--- config.mk ---
export PLATFORM = sky130hd
export DESIGN_NAME = sevenseg_scan
export DESIGN_NICKNAME = d
export VERILOG_FILES = /design/src/rtl/sevenseg_pkg.sv /design/src/rtl/sevenseg_scan_decode.sv /design/src/rtl/sevenseg_scan.sv
export SDC_FILE = /design/constraint.sdc
export NUM_CORES = 1
export LEC_CHECK = 0
export CAP_MARGIN = 10
export CORE_ASPECT_RATIO = 0.75
export CORE_MARGIN = 2
export CORE_UTILIZATION = 45
export CTS_BUF_LIST = sky130_fd_sc_hd__clkbuf_2 sky130_fd_sc_hd__clkbuf_4 sky130_fd_sc_hd__clkbuf_8
export DETAILED_ROUTE_END_ITERATION = 10
export GPL_TIMING_DRIVEN = 0
export PLACE_DENSITY = 0.74
export RECOVER_POWER = 100
export SLEW_MARGIN = 20
export SYNTH_ARGS = -nofsm -noshare
export SYNTH_HDL_FRONTEND = slang
export SYNTH_SLANG_ARGS = --single-unit
--- constraint.sdc ---
create_clock -name clk -period 5.3 [get_ports clk]
set_input_delay 1.06 -clock clk [delete_from_list [all_inputs] [get_ports clk]]
set_output_delay 1.06 -clock clk [all_outputs]
set_load 0.02 [all_outputs]
--- src/rtl/sevenseg_pkg.sv ---
// Shared types and segment patterns for the seven-segment display blocks.
package sevenseg_pkg;

  typedef enum logic [1:0] {
    ST_IDLE = 2'd0,
    ST_SHOW = 2'd1,
    ST_GAP  = 2'd2
  } state_t;

  // Active-low patterns, bit order {g,f,e,d,c,b,a}.
  localparam logic [6:0] SEG_BLANK = 7'h7F;
  localparam logic [6:0] SEG_DASH  = 7'h3F;
  localparam logic [6:0] SEG_0     = 7'h40;
  localparam logic [6:0] SEG_1     = 7'h79;
  localparam logic [6:0] SEG_2     = 7'h24;
  localparam logic [6:0] SEG_3     = 7'h30;
  localparam logic [6:0] SEG_4     = 7'h19;
  localparam logic [6:0] SEG_5     = 7'h12;
  localparam logic [6:0] SEG_6     = 7'h02;
  localparam logic [6:0] SEG_7     = 7'h78;
  localparam logic [6:0] SEG_8     = 7'h00;
  localparam logic [6:0] SEG_9     = 7'h10;

  // BCD digit to pattern; non-decimal codes show a dash.
  function automatic logic [6:0] digit_pattern(input logic [3:0] code);
    logic [6:0] pat;
    case (code)
      4'd0:    pat = SEG_0;
      4'd1:    pat = SEG_1;
      4'd2:    pat = SEG_2;
      4'd3:    pat = SEG_3;
      4'd4:    pat = SEG_4;
      4'd5:    pat = SEG_5;
      4'd6:    pat = SEG_6;
      4'd7:    pat = SEG_7;
      4'd8:    pat = SEG_8;
      4'd9:    pat = SEG_9;
      default: pat = SEG_DASH;
    endcase
    return pat;
  endfunction

endpackage

--- src/rtl/sevenseg_scan_decode.sv ---
// Combinational BCD-to-segment decoder with a blank override.
module seg_decode
  import sevenseg_pkg::*;
(
  input  logic [3:0] code,
  input  logic       blank,
  output logic [6:0] seg
);

  // Blank wins over the code so leading zeros can be suppressed.
  always_comb begin
    seg = blank ? SEG_BLANK : digit_pattern(code);
  end

endmodule

--- src/rtl/sevenseg_scan.sv ---
// Four-digit multiplexed common-anode driver with per-slot blanking gap
// and once-per-frame input snapshot.
module sevenseg_scan
  import sevenseg_pkg::*;
#(
  parameter int DIV = 25000,
  parameter int GAP = 16
) (
  input  logic       clk,
  input  logic       reset,
  input  logic       en,
  input  logic [3:0] d3,
  input  logic [3:0] d2,
  input  logic [3:0] d1,
  input  logic [3:0] d0,
  input  logic [3:0] dp_mask,
  input  logic       blank_lead,
  output logic [3:0] an,
  output logic [6:0] seg,
  output logic       dp,
  output logic       frame_done
);

  localparam int CW = $clog2(DIV);
  localparam logic [CW-1:0] CNT_LAST  = CW'(DIV - 1);
  // Last counter value of the visible part of a slot.
  localparam logic [CW-1:0] SHOW_LAST = CW'(DIV - GAP - 1);

  state_t          state_reg, state_next;
  logic [CW-1:0]   cnt_reg, cnt_next;
  logic [1:0]      idx_reg, idx_next;
  logic            snap_load;
  logic            frame_wrap;

  logic [3:0]      digit_in [4];
  logic [3:0]      digit_snap_reg [4];
  logic [3:0]      dp_mask_snap_reg;
  logic            blank_lead_snap_reg;

  logic [3:0]      cur_code;
  logic            blank3, blank2, cur_blank;
  logic [6:0]      dec_seg;

  assign digit_in[0] = d0;
  assign digit_in[1] = d1;
  assign digit_in[2] = d2;
  assign digit_in[3] = d3;

  // Next-state logic: slot counter, digit index and snapshot/frame events.
  always_comb begin
    state_next = state_reg;
    cnt_next   = cnt_reg;
    idx_next   = idx_reg;
    snap_load  = 1'b0;
    frame_wrap = 1'b0;
    if (!en) begin
      state_next = ST_IDLE;
      cnt_next   = '0;
      idx_next   = 2'd0;
    end else begin
      case (state_reg)
        ST_IDLE: begin
          state_next = ST_SHOW;
          cnt_next   = '0;
          idx_next   = 2'd0;
          snap_load  = 1'b1;
        end
        default: begin
          if (cnt_reg == CNT_LAST) begin
            state_next = ST_SHOW;
            cnt_next   = '0;
            idx_next   = idx_reg + 2'd1;
            if (idx_reg == 2'd3) begin
              snap_load  = 1'b1;
              frame_wrap = 1'b1;
            end
          end else begin
            cnt_next = cnt_reg + 1'b1;
            // With GAP=0 SHOW_LAST equals CNT_LAST, so this never fires.
            if (cnt_reg == SHOW_LAST) begin
              state_next = ST_GAP;
            end
          end
        end
      endcase
    end
  end

  // State, counter and index registers.
  always_ff @(posedge clk) begin
    if (reset) begin
      state_reg <= ST_IDLE;
      cnt_reg   <= '0;
      idx_reg   <= 2'd0;
    end else begin
      state_reg <= state_next;
      cnt_reg   <= cnt_next;
      idx_reg   <= idx_next;
    end
  end

  // Snapshot of digits and controls, taken at frame start only.
  always_ff @(posedge clk) begin
    if (!reset && snap_load) begin
      for (int i = 0; i < 4; i++) begin
        digit_snap_reg[i] <= digit_in[i];
      end
      dp_mask_snap_reg    <= dp_mask;
      blank_lead_snap_reg <= blank_lead;
    end
  end

  // Leading-zero blanking cascades from the leftmost digit.
  always_comb begin
    cur_code  = digit_snap_reg[idx_reg];
    blank3    = blank_lead_snap_reg && (digit_snap_reg[3] == 4'd0);
    blank2    = blank3 && (digit_snap_reg[2] == 4'd0);
    cur_blank = ((idx_reg == 2'd3) && blank3) || ((idx_reg == 2'd2) && blank2);
  end

  seg_decode u_decode (
    .code  (cur_code),
    .blank (cur_blank),
    .seg   (dec_seg)
  );

  // Output registers: one cycle behind the state; dark at once on disable.
  always_ff @(posedge clk) begin
    if (reset || !en) begin
      an         <= 4'hF;
      seg        <= SEG_BLANK;
      dp         <= 1'b1;
      frame_done <= 1'b0;
    end else begin
      frame_done <= frame_wrap;
      if (state_reg == ST_SHOW) begin
        an  <= cur_blank ? 4'hF : ~(4'b0001 << idx_reg);
        seg <= dec_seg;
        dp  <= ~dp_mask_snap_reg[idx_reg];
      end else begin
        an  <= 4'hF;
        seg <= SEG_BLANK;
        dp  <= 1'b1;
      end
    end
  end

endmodule

== Yosys cells after proc, flatten, opt, wreduce, memory -nomap -nowiden ==
Memories as Yosys holds them, arrays and structs flattened. A register that Yosys moved wholly into a read port is not among the register bits.
Cells that the tools add are included.
Widths: inputs -> output; s select.
Storage, ports and cells
  logic and storage cells: 56
  bits in writable memories: 16
  output and inout port bits: 13
  register bits after elaboration: 30
  input bits: 24
  bits in latches: 0
  bits in read-only memories: 112
  memories: 2
Cells by class
  add/sub/neg operators: 2
  bitwise operators: 4
  multiply operators: 0
  eq/ne operators: 5
  magnitude comparators: 1
  divide/modulo/power cells: 0
  multiplexer cells: 13
  reduce and logical (&&, ||, !) cells: 19
  shift operators: 1
Memory list
  (no name shown): depth 16, width 7, rd ports 1, clocked after Yosys merged registers in 1, wr ports 0, line sevenseg_pkg.sv:27  | case (code)
  digit_snap_reg: depth 4, width 4, rd ports 3, clocked after Yosys merged registers in 1, wr ports 4, line sevenseg_scan.sv:36  | logic [3:0] digit_snap_reg [4];
Operator list (count)
  $eq 15x15->1 const B: 2
  $add 15x1->15 const B: 1
  $mux 1: 10
  $reduce_or 3->1: 3
  $logic_not 4->1: 2
  $logic_and 1x1->1: 5
  $eq 2x2->1 const B: 2
  $mux 2: 2
  $not 4->4: 1
  $reduce_or 2->1: 2
  $reduce_or 4->1: 1
  $shl 1x2->4 const A: 1
  $lt 2x3->1 const B: 1
  $not 1->1: 3
  $reduce_bool 3->1: 1
  $add 2x1->2 const B: 1
  $bmux 1 s2: 1
  $eq 2x1->1 const B: 1
  $logic_not 1->1: 2
  $logic_not 2->1: 1
  $logic_or 1x1->1: 2

== Logic depth before layout (Yosys ltp) ==
Gate-level depths: netlist of the first run.
  word-level depth: 8
  gate-level depth with buffers: 7
  depth with buffers taken out: 6

== Hierarchy ==
From an unflattened synthesis of the first run, not the netlist that was laid out.
Second synthesis, totals
  cells, all modules: 197
  area total of the unflattened synthesis: 2304.7 um^2
By module, submodules not included
  sevenseg_scan: area each 2072.0 um^2, times used 1, seq. area each 1311.3 um^2, cells each 162
  seg_decode: area each 232.7 um^2, times used 1, seq. area each 0.0 um^2, cells each 35

== Worst setup path after synthesis of the first run ==
OpenSTA, ideal clock, no wires.
  kind: register -> register
  start: register cnt_reg[0]
  end: register blank_lead_snap_reg (enable)
  required time: 4.894 ns
  buffers on the path: 0
  library setup time: 0.406 ns
  clock period less this slack: 2.791 ns
  slack: 2.509 ns
  stages on the path, launching flop included: 6
  data arrival time: 2.385 ns
  cell sequence: dfxtp_1 > ha_1 > and4bb_1 > nand4_1 > or2_1 > a21oi_1
Between the ends
  cells in the longest elaborated chain, start to end: 5
Ends and longest elaborated chain
  start, declared: line sevenseg_scan.sv:30  | logic [CW-1:0] cnt_reg, cnt_next;
  start signal, assigned: line sevenseg_scan.sv:97  | cnt_reg <= cnt_next;
  $eq 15x15->1: line sevenseg_scan.sv:69  | if (cnt_reg == CNT_LAST) begin
  $mux 1: line sevenseg_scan.sv:69
  $mux 1: line sevenseg_scan.sv:61  | case (state_reg)
  $mux 1: line sevenseg_scan.sv:56  | if (!en) begin
  $logic_and 1x1->1: line sevenseg_scan.sv:104  | if (!reset && snap_load) begin
  end signal, assigned: line sevenseg_scan.sv:109  | blank_lead_snap_reg <= blank_lead;
  end, declared: line sevenseg_scan.sv:38  | logic blank_lead_snap_reg;
No other way between the ends.
A chain may end at the register's enable or synchronous reset.

==> qor.yml, run 1 <==
outcome:
  status: "complete, no violations"
die:
  die_x_um: 85.8
  rows: 22
  coreArea_sq_mm: 0.00487
  pin_count: 37
  die-area_sq_mm: 0.00560
  start_util_pct: 46.3
  die_h_um: 65.3
synth:
  syn_inst: 187
  synth-seq-area-share_pct: 58.1
  synth-edff-count: 21
  ys_ff_latch: 55
  synth_area_per_cell_sq_um: 12.1
  syn_area_sq_mm: 0.00226
  syn_nets: 221
  synthArstFlopShare_pct: 0
  synth_flop_cell: "dfxtp_1"
  ys_types: 38
  ys.warnings.count: 0
hold_path:
  min_from: "cnt_reg[0]"
  holdPathStages: 1
  worstHoldPathType: "register to register"
  min_to: "cnt_reg[0]"
route:
  post_drt_wl_per_cell_um: 12.9
  detail-route-antenna-nets: 0
  wirelength_mm: 3.78
  drt_iter0_drc: 96
  drc: 0
  drt_first_pass_iters: 6
  routed_via_density: 4.99
  vias: 1457
sta:
  max_freq_mhz: 321
  tightest_slew_ns: 0.795
  min_period_ns: 3.11
  whs_ns: 0.468
  fin_skew_ns: 0.00988
  rsz0062_at_grt: "false"
  maxSlewHeadroom_pct: 47.0
  finalSetupTns_ns: 0
  drv_slew: 0
  fin_ws_ns: 2.19
  setup_viol: 0
  hold_viol_final: 0
  post-route-period-util_pct: 58.8
power_and_ir_drop:
  p_clk_share_pct: 32.4
  switching_power_mw: 0.157
  p_sw_share_pct: 21.9
  power_frac_seq_pct: 62.7
  power_mw: 0.719
  internal_power_mw: 0.562
  combPwrFrac_pct: 4.9
  power_density_mw_per_mm2: 260
  ir_worst_vdd_mv: 0.140
  leakage_nw: 0.925
cells_and_area:
  nFillCells: 412
  register_area_sq_mm: 0.00131
  drive_above_1_share_pct: 7.76
  fin_util_pct: 56.8
  num-nets-final: 265
  multiInputGateArea_sq_um: 866
  fin_area_sq_mm: 0.00277
  layout.cells.non_filler: 292
  layout-area-overhead-vs-synth_pct: 22.6
  largest_register_ffs: 16
  antennaDiodeCount: 0
global_routing:
  grt_pass1_vias: 1315
  grt_pass1_wl_mm: 6.16
  grt_max_degree: 19
  antenna_found_initial: 0
  grt.total_usage_pct: 14.4
  grt-ovfl-total: 0
setup_path:
  worstRegToRegCells: 6
  endpoint_kind: "register"
  rrSetupSlack_ns: 2.19
  crit_required_ns: 5.25
  worst_r2r_startpoint: "cnt_reg[0]"
  path_class: "register to register"
  arrival_ns: 3.06
  crit_path_start_kind: "register"
  reg2reg_to: "digit_snap_reg[2][3]"
  worstPathMaxFanout: 15
placement:
  dp_hpwl_mm: 2.85
  routabilityCongestion: 0.814
  dpl-instance-area_sq_mm: 0.00271
  pre_cts_ws_ns: 2.69
  dp_cells: 284
  port_buffers: 36
clock_network:
  cts_setup_buffers: 0
  cts_buffers: 5
  clkTransAtPathRegs_ns: 0.09
  cts_hold_buf: 0
  cts_resized: 0
  clockBufferDepth: 2
  h-tree-depth: 2
  cts_root_buf: "clkbuf_8"
  clkSinkCount: 55
  tritoncts: "built"
  clock_latency_ns: 0.31
job:
  drv_cap: 0
-- cell usage in the layout, fill, tap and decap left out, types with 2 or more instances in the layout --
cell	Yosys	final
a21oi_1	5	5
clkbuf_1	0	3
clkbuf_8	0	5
clkinv_4	0	2
dfxtp_1	34	34
dlygate4sd3_1	0	35
edfxtp_1	21	21
ha_1	10	10
inv_1	11	11
mux2i_1	3	3
mux4_2	5	5
nand2_1	11	11
nand2b_1	2	3
nand3_1	7	7
nand4_1	2	2
nor2_1	25	25
nor2b_1	2	2
nor3_1	3	3
nor3b_1	3	4
nor4_1	5	5
o21ai_0	0	2
o21bai_1	3	3
or2_0	1	2
xnor2_1	12	12
xor2_1	2	2
-- worst max path at each step --
| stage | startpoint | endpoint | slack, ns | cells after the start |
|---|---|---|---|---|
| finish | cnt_reg[0] | digit_snap_reg[2][3] | 2.19 | 6 |
| global route | cnt_reg[0] | digit_snap_reg[2][3] | 1.93 | 6 |
| CTS | cnt_reg[0] | dp_mask_snap_reg[2] | 2.83 | 6 |
| detailed placement | reset | dp_mask_snap_reg[2] | 2.69 | 4 |
| global placement | reset | dp_mask_snap_reg[2] | 1.73 | 3 |
| floorplan | cnt_reg[0] | blank_lead_snap_reg | 2.51 | 5 |
-- final cells by class --
cell class              count  share of cell area, %
repair buffers             37                   13.2
flip-flops and latches     55                   47.4
clock buffers               5                   2.49
multi-input cells         118                   31.3
clock inverters             3                  0.905
inverters                  11                   1.49
plain buffers               3                  0.543
well taps                  60                   2.71
-- logic make-up after synthesis --
family	synth area share, %
fa+ha+maj	5.54
compound gates	5.38
simple gates	16.5
xor+xnor	5.43
flops	58.1
buf+inv	2.72
mux	6.32
-- worst max-delay path, stage by stage, from the launching register on --
cell and delay, ns:
dfxtp_1 0.38, ha_1 0.30, and4bb_1 0.25, nand4_1 0.26, or2_0 0.31, a21oi_1 0.56
clkbuf_1 0.67
-- per-layer routing --
metal | GRT usage, % | up-vias | part of all wire (%)
met5 | 0 | - | 0
met4 | 6.55 | 0 | 1.0
met3 | 4.02 | 4 | 4.9
met2 | 20.5 | 39 | 42
met1 | 20.6 | 671 | 52
li1 | - | 743 | -
-- power groups by stage --
| stage | combinational, mW | clock (mW) | sequential (mW) |
|---|---|---|---|
| 2_1_floorplan | 0.0156 | 0 | 0.461 |
| 3_3_place_gp | 0.0396 | 0 | 0.460 |
| 3_5_place_dp | 0.0415 | 0 | 0.460 |
| 4_1_cts | 0.0416 | 0.242 | 0.451 |
| 5_1_grt | 0.0387 | 0.257 | 0.451 |
| 6_report | 0.0354 | 0.233 | 0.451 |
-- cells in the mapped netlist (5+ instances only) --
cell type / number / area share, %
dfxtp_1: 34 / 30
nor2_1: 25 / 4.2
edfxtp_1: 21 / 28
xnor2_1: 12 / 4.7
inv_1: 11 / 1.8
nand2_1: 11 / 1.8
ha_1: 10 / 5.5
nand3_1: 7 / 1.6
a21oi_1: 5 / 1.1
mux4_2: 5 / 5.0
nor4_1: 5 / 1.4
Power figures use the tool's default switching activity.
==> run 2: changes to the inputs <==
clock period = 3.1 ns   (was 5.3 ns; I/O delays follow)
==> run 2 against run 1 <==
  * The flow now finishes with violations (design-rule violations)
  * Routed wire length down 0.21%
  * Utilization up 0.23 points
  * Non-clock buffer count unchanged
  * Via count up 1.2%
  * Worst setup slack worse by 1.6 ns
  * Largest cell class unchanged
  * Sequential power up 71%
  * Cell count unchanged
  * Sequential share of layout area down 0.19 points
  * Largest power group unchanged
  * Register-to-register slack worse by 1.6 ns
==> qor.yml, run 2 (same netlist as run 1, synthesis figures left out) <==
outcome:
  status: "finished, violations left"
  violations: "design-rule violations"
clock_network:
  tritoncts: "built"
  clockBufferDepth: 2  # unchanged
  cts_root_buf: "clkbuf_8"
  clkTransAtPathRegs_ns: 0.09  # about the same
  cts_setup_buffers: 0  # unchanged
  cts_hold_buf: 0  # unchanged
  clock_latency_ns: 0.31  # about the same
  h-tree-depth: 2  # unchanged
  cts_buffers: 5  # unchanged
  cts_resized: 0  # unchanged
  clkSinkCount: 55  # unchanged
route:
  drt_iter0_drc: 112  # +17%
  wirelength_met1_mm: 1.95  # -0.56%
  wl_met2_mm: 1.61  # +0.88%
  route.met3.wl_um: 176  # -5.4%
  detail-route-antenna-nets: 0  # unchanged
  drc: 4  # +4
  wirelength_mm: 3.77  # -0.21%
  vias: 1474  # +1.2%
  post_drt_wl_per_cell_um: 12.9  # -0.21%
  drt_first_pass_iters: 8  # +2
  top_layer_used: "met4"
  routed_via_density: 5.05  # +1.2%
sta:
  drv_slew: 0  # unchanged
  tightest_slew_ns: 0.438  # -0.357 ns
  post-route-period-util_pct: 79.7  # +21 points
  hold_viol_final: 0  # unchanged
  finalSetupTns_ns: 0  # unchanged
  maxSlewHeadroom_pct: 70.8  # +24 points
  max_freq_mhz: 405  # +26%
  whs_ns: 0.468  # -0.0000210 ns
  fin_skew_ns: 0.00807  # -0.00182 ns
  setup_viol: 0  # unchanged
  min_period_ns: 2.47  # -0.644 ns
  rsz0062_at_grt: "false"
placement:
  dp_cells: 284  # unchanged
  routabilityCongestion: 0.814  # unchanged
  dp_hpwl_mm: 2.85  # unchanged
  dpl-instance-area_sq_mm: 0.00271  # unchanged
  port_buffers: 36  # unchanged
global_routing:
  grt.total_usage_pct: 14.4  # unchanged
  grt_pass1_wl_mm: 6.16  # unchanged
  grt_max_degree: 19  # unchanged
  grt_pass1_vias: 1315  # unchanged
  antenna_found_initial: 0  # unchanged
  grt-ovfl-total: 0  # unchanged
setup_path:
  endpoint_kind: "register"
  worstPathMaxFanout: 15  # unchanged
  critPathBufInv: 1  # unchanged
  cpPeakStageDelay_ns: 0.38  # -0.29 ns
  crit_family: "simple AND/OR/NAND/NOR gates"
  arrival_ns: 2.49  # -0.57 ns
  path_class: "register to register"
  rrSetupSlack_ns: 0.63  # -1.56 ns
  crit_path_start_kind: "register"
  crit_required_ns: 3.12  # -2.13 ns
  path_cells: "ha_1 > and4bb_1 > nand4_1 > or2_0 > a21oi_2 > buf_6"
  slowest_stage: "dfxtp_1"
cells_and_area:
  multiInputGateArea_sq_um: 870  # +0.43%
  layout-area-overhead-vs-synth_pct: 23.1
  drive_above_1_share_pct: 8.62  # +0.86 points
  fin_area_sq_mm: 0.00278  # +0.41%
  fin_util_pct: 57.0  # +0.23 points
  final_common_cell: "dlygate4sd3_1"
  nFillCells: 410  # -0.49%
  antennaDiodeCount: 0  # unchanged
  register_area_sq_mm: 0.00131  # unchanged
  layout.cells.non_filler: 292  # unchanged
  final_cell_mix: "dlygate4sd3_1, dfxtp_1, nor2_1"
  largest_register_ffs: 16  # unchanged
  num-nets-final: 265  # unchanged
power_and_ir_drop:
  p_sw_share_pct: 21.6  # -0.26 points
  power_density_mw_per_mm2: 441  # +70%
  ir_worst_vdd_mv: 0.241  # +72%
  power_frac_seq_pct: 62.8  # about the same
  combPwrFrac_pct: 5.1  # +0.2 points
  switching_power_mw: 0.265  # +69%
  leakage_nw: 0.930  # +0.52%
  internal_power_mw: 0.961  # +71%
  p_clk_share_pct: 32.1  # -0.3 points
hold_path:
  worstHoldPathType: "register to register"
die:
  die_x_um: 85.8  # unchanged
  die-area_sq_mm: 0.00560  # unchanged
  coreArea_sq_mm: 0.00487  # unchanged
  pin_count: 37  # unchanged
  die_h_um: 65.3  # unchanged
  start_util_pct: 46.3  # unchanged
  rows: 22  # unchanged
job:
  drv_cap: 0  # unchanged
[run 2: cell type report]
type	count	share of cell area [%]
sequential	55	47.2
multi-input combinational	118	31.3
timing repair buffer	37	13.4
tap	60	2.70
clock buffer	5	2.48
inverter	11	1.49
clock inverter	3	0.901
buffer	3	0.541
[run 2: final timing paths]
path	end	from	cells past startpoint
setup / recovery	digit_snap_reg[2][3]	cnt_reg[0]	6
hold / removal	cnt_reg[0]	cnt_reg[0]	1
hold reg to reg	cnt_reg[0]	cnt_reg[0]	1
setup reg to reg	digit_snap_reg[2][3]	cnt_reg[0]	6
[run 2: stage by stage]
step           setup WS, ns  power (mW)
6_report              0.630        1.23
5_1_grt               0.439        1.28
4_1_cts               0.632        1.26
3_5_place_dp          0.653       0.858
3_3_place_gp         -0.267       0.855
2_1_floorplan         0.309       0.815
[run 2: power by group through the flow]
stage	registers [mW]	logic, mW	clock network, mW
global placement	0.787	0.0677	0
finish	0.770	0.0620	0.394
global route	0.772	0.0675	0.439
floorplan	0.788	0.0267	0
detailed placement	0.787	0.0709	0
CTS	0.770	0.0711	0.414
[run 2: routing by layer]
metal	global-route usage, %	up-vias
met4	6.55	0
met2	20.5	37
met5	0	-
met1	20.6	693
met3	4.02	4
li1	-	740
==> variant 1: new RTL, settings of run 2 <==
Set the parameter `DIV` to 50000 (it was 25000).
--- a/src/rtl/sevenseg_scan.sv
+++ b/src/rtl/sevenseg_scan.sv
@@ -3,7 +3,7 @@
 module sevenseg_scan
   import sevenseg_pkg::*;
 #(
-  parameter int DIV = 25000,
+  parameter int DIV = 50000,
   parameter int GAP = 16
 ) (
   input  logic       clk,
Formal check against the unedited RTL: no difference found for any inputs over 10 cycles, from zero or initial values; that may be too few to reach the edited logic, so the function may still have changed.
==> variant 1 against run 2 <==
- cell area increased by 3.2%
- global-route usage rose by 1.2 points
- sequential cell count up 1
- setup slack lost 0.10 ns
- non-clock buffer count rose by 1
- wire length grew 13%
- utilization up 0.82 points
- clock power up 5.1%
- total power increased by 2.7%
- synthesized area increased by 3.7%
==> variant 1: results (changes against run 2) <==
| Metric | Value |
|---|---|
| Buffers on Ports | 36 (unchanged) |
| Netlist cell types | 41 (+7.9%) |
| Static Leak | 0.937 nW (+0.77%) |
| CP max-delay cell | nor4b_2 |
| Post-synthesis sequential area ratio | 56.9% (-1.2 points) |
| Post-synth top cells | 35 x dfxtp_1, 22 x nor2_1, 21 x edfxtp_1 |
| Vias in the first global route | 1430 (+8.7%) |
| Synth Net Count | 231 (+4.5%) |
| Critical path fanouts, max | 17 (+2) |
| EDFF count, synth | 21 (unchanged) |
| Slowest stage delay, CP | 0.65 ns (+0.27 ns) |
| Pre-CTS setup slack | 0.748 ns (+0.0954 ns) |
| Maximum vdd drop | 316 uV (+31%) |
| Status | finished clean |
| Initial drt markers | 99 (-12%) |
| Top delay family on crit path | simple AND/OR/NAND/NOR gates |
| Wirelength, routed | 4250 um (+13%) |
| Placed cell area | 2790 um2 (+3.0%) |
| Drt pass-1 iters | 4 (-4) |
| Skew final | 0.00401 ns (-0.00406 ns) |
| Worst-Margin Slew | 0.595 ns (+0.157 ns) |
| First-pass GRT wire length | 6940 um (+13%) |
| Min Tclk post-route | 2.57 ns (+0.102 ns) |
| Largest net degree at the start of global routing | 20 (+1) |
| Final #Nets | 275 (+3.8%) |
| HPWL after detailed placement | 3150 um (+10%) |
| Layout cells sized above 1 | 10.7% (+2.1 points) |
| Worst min path class | register to register |
| Total Routing Usage GR | 15.7% (+1.2 points) |
| Worst setup endpoint | dp_mask_snap_reg[3]$_DFFE_PP_ |
| DR vias | 1591 (+7.9%) |
| Slack of the worst reg-to-reg path | 0.53 ns (-0.10 ns) |
| Clk Latency, worst-skew pair | 0.31 ns (about the same) |
| R2R depth | 6 (unchanged) |
| Critical Path Source | cnt_reg[0]$_SDFF_PP0_ |
| Gpl congestion | 0.777 (-4.5%) |
| Synth area leaders | dfxtp_1 30%, edfxtp_1 27%, ha_1 5.3%, mux4_2 4.8%, nor2_1 3.5% |
| Detail Route Antenna Nets | 0 (unchanged) |
| Data arrival time of the worst path | 2.60 ns (+0.11 ns) |
variant 1: cell types whose count changed after synthesis, moves of 3 or more:
cell and delta:
o21ai_0 +6, a21oi_1 +5, nand4_1 +4, xnor2_1 -4, nor2_1 -3
variant 1: stage by stage:
step / utilization, % / hold WS, ns / TNS [ns] / cells
floorplan: - / 0.438 / 0 / 197
global placement: 56.0 / 0.460 / -0.739 / 293
detailed placement: 56.3 / 0.473 / 0 / 294
CTS: 58.2 / 0.499 / 0 / 302
global route: 57.8 / 0.532 / 0 / 302
finish: 57.8 / 0.486 / 0 / 302
variant 1: worst register-to-register path, cell delays in order, from the launching register on:
cell	delay [ns]
dfxtp_1	0.40
ha_1	0.20
nand3_1	0.32
nor4b_2	0.65
a31oi_1	0.18
nor2_2	0.28
buf_6	0.25
variant 1: layer usage:
metal / vias up / track usage (%) / share of wire (%)
met1: 737 / 24.0 / 54
li1: 802 / - / -
met4: 0 / 5.19 / 1.0
met3: 7 / 3.87 / 4.5
met2: 45 / 21.2 / 40
met5: - / 0 / 0
variant 1: kinds of logic after synthesis:
group                    Yosys count  synth area share [%]
buffers and inverters             14                  2.67
adder cells (fa/ha/maj)           10                  5.35
XOR/XNOR                          12                  4.49
AND/OR/NAND/NOR                   70                  17.5
flip-flops                        56                  56.9
multiplexers                       7                  5.67
AO/OA/AOI/OAI                     28                  7.43
variant 1: layout make-up:
type	instances	area, um2
Buffer	4	17.5
Clock buffer	5	68.8
Clock inverter	3	27.5
Fill cell	431	2090
Inverter	10	37.5
Multi-Input combinational cell	127	936
Sequential cell	56	1330
Tap cell	60	75.1
Timing Repair Buffer	37	372
variant 1: where the power goes:
part           total (mW)  switching [mW]  internal (mW)
Combinational      0.0622          0.0277         0.0345
Sequential          0.784         0.00568          0.778
Clock               0.414           0.247          0.166
==> variant 2: new RTL, flow settings as in run 2 <==
Without the edit above. Register the output `seg` once more, with the module's reset; this adds one clock of latency there. The other outputs are not delayed to match.
--- a/src/rtl/sevenseg_scan.sv
+++ b/src/rtl/sevenseg_scan.sv
@@ -25,6 +25,8 @@
   localparam logic [CW-1:0] CNT_LAST  = CW'(DIV - 1);
   // Last counter value of the visible part of a slot.
   localparam logic [CW-1:0] SHOW_LAST = CW'(DIV - GAP - 1);
+
+  logic [6:0] seg_s0;
 
   state_t          state_reg, state_next;
   logic [CW-1:0]   cnt_reg, cnt_next;
@@ -128,22 +130,30 @@
   always_ff @(posedge clk) begin
     if (reset || !en) begin
       an         <= 4'hF;
-      seg        <= SEG_BLANK;
+      seg_s0     <= SEG_BLANK;
       dp         <= 1'b1;
       frame_done <= 1'b0;
     end else begin
       frame_done <= frame_wrap;
       if (state_reg == ST_SHOW) begin
         an  <= cur_blank ? 4'hF : ~(4'b0001 << idx_reg);
-        seg <= dec_seg;
+        seg_s0 <= dec_seg;
         dp  <= ~dp_mask_snap_reg[idx_reg];
       end else begin
         an  <= 4'hF;
-        seg <= SEG_BLANK;
+        seg_s0 <= SEG_BLANK;
         dp  <= 1'b1;
       end
     end
   end
 
+  always_ff @(posedge clk) begin
+    if (reset) begin
+      seg <= '0;
+    end else begin
+      seg <= seg_s0;
+    end
+  end
+
 endmodule
 
Function: changed (Yosys sat finds a counterexample within 4 cycles, from zero or initial values and one cycle with reset high).
==> variant 2 against run 2 <==
- setup slack got worse by 0.18 ns
- non-clock buffer count up 1
- total power increased by 25%
- clock power rose by 50%
- maximum frequency is 6.8% lower
- sequential cell count increased by 7
- final cell count rose by 12%
- wire length rose by 10%
- synthesized area up 8.0%
- utilization rose by 0.53 points
- cell area increased by 9.7%
- critical path type unchanged
- largest power group unchanged
- highest routed layer unchanged
==> variant 2: results (changes against run 2) <==
| Metric | Value |
|---|---|
| Clk Latency, worst-skew pair | 0.33 ns (+0.02 ns) |
| Drt pass-1 iters | 4 (-4) |
| Synth Net Count | 233 (+5.4%) |
| Total Routing Usage GR | 15.9% (+1.5 points) |
| Final std cells w/o fill | 327 (+12%) |
| Mapped Cells | 199 (+6.4%) |
| Static Leak | 1.04 nW (+12%) |
| Layout area overhead | 25.0% |
| Clock slew seen by the registers of the worst setup and hold paths | 0.07 ns (-0.02 ns) |
| Placed cell area | 2910 um2 (+7.5%) |
| Post-synthesis sequential area ratio | 59.5% (+1.5 points) |
| Status | finished clean |
| Critical path fanouts, max | 14 (-1) |
| Data arrival time of the worst path | 2.69 ns (+0.20 ns) |
| Cts bufs inserted | 9 (+4) |
| Vias in the first global route | 1484 (+13%) |
| Largest net degree at the start of global routing | 15 (-4) |
| Layout cells sized above 1 | 10.7% (+2.1 points) |
| WL per Instance | 12.7 um (-1.8%) |
| Worst Slack Setup Final | 0.449 ns (-0.181 ns) |
| DR vias | 1573 (+6.7%) |
| Worst-Margin Slew | 0.897 ns (+0.459 ns) |
| Netlist cell types | 41 (+7.9%) |
| Initial drt markers | 87 (-22%) |
| Slowest stage delay, CP | 0.71 ns (+0.33 ns) |
| Post-synth top cells | 41 x dfxtp_1, 22 x nor2_1, 21 x edfxtp_1 |
| Maximum vdd drop | 280 uV (+16%) |
## variant 2: report_power, final
group,total [mW],switching [mW],internal [mW]
Clock,0.591,0.309,0.282
Combinational,0.0760,0.0348,0.0413
Sequential,0.867,0.00603,0.861
## variant 2: layer usage
layer	global-route usage (%)	routed length (um)
met3	7.21	243
met4	6.16	71
met2	24.0	1830
met5	0	0
met1	20.1	2010
## variant 2: layout make-up
type                            count  share of cell area (%)
Inverter                            8                   0.986
Multi-Input combinational cell    125                    30.0
Timing Repair Buffer               37                    12.3
Tap cell                           75                    3.08
Sequential cell                    62                    47.6
Clock buffer                        9                    4.07
Clock inverter                      7                    1.36
Buffer                              4                   0.534
## variant 2: cells by family (layout without fill, tap and decap cells)
family | count (synthesis) | count (layout) | synth area share, %
AOI/OAI and AO/OA | 22 | 22 | 5.90
xor gates and xnor gates | 12 | 12 | 4.31
adders and majority gates | 10 | 10 | 5.13
buffers and inverters | 12 | 65 | 2.67
DFF | 62 | 62 | 59.5
muxes | 8 | 8 | 5.85
and+or+nand+nor | 73 | 73 | 16.6
## variant 2: final timing paths
| kind | from | end | slack (ns) | cells past startpoint |
|---|---|---|---|---|
| setup reg to reg | cnt_reg[6]$_SDFF_PP0_ | dp_mask_snap_reg[1]$_DFFE_PP_ | 0.45 | 5 |
| hold / removal | seg_s0[1]$_SDFF_PP1_ | seg[1]$_SDFF_PP0_ | 0.43 | 1 |
| hold reg to reg | seg_s0[1]$_SDFF_PP1_ | seg[1]$_SDFF_PP0_ | 0.43 | 1 |
| setup / recovery | cnt_reg[6]$_SDFF_PP0_ | dp_mask_snap_reg[1]$_DFFE_PP_ | 0.45 | 5 |
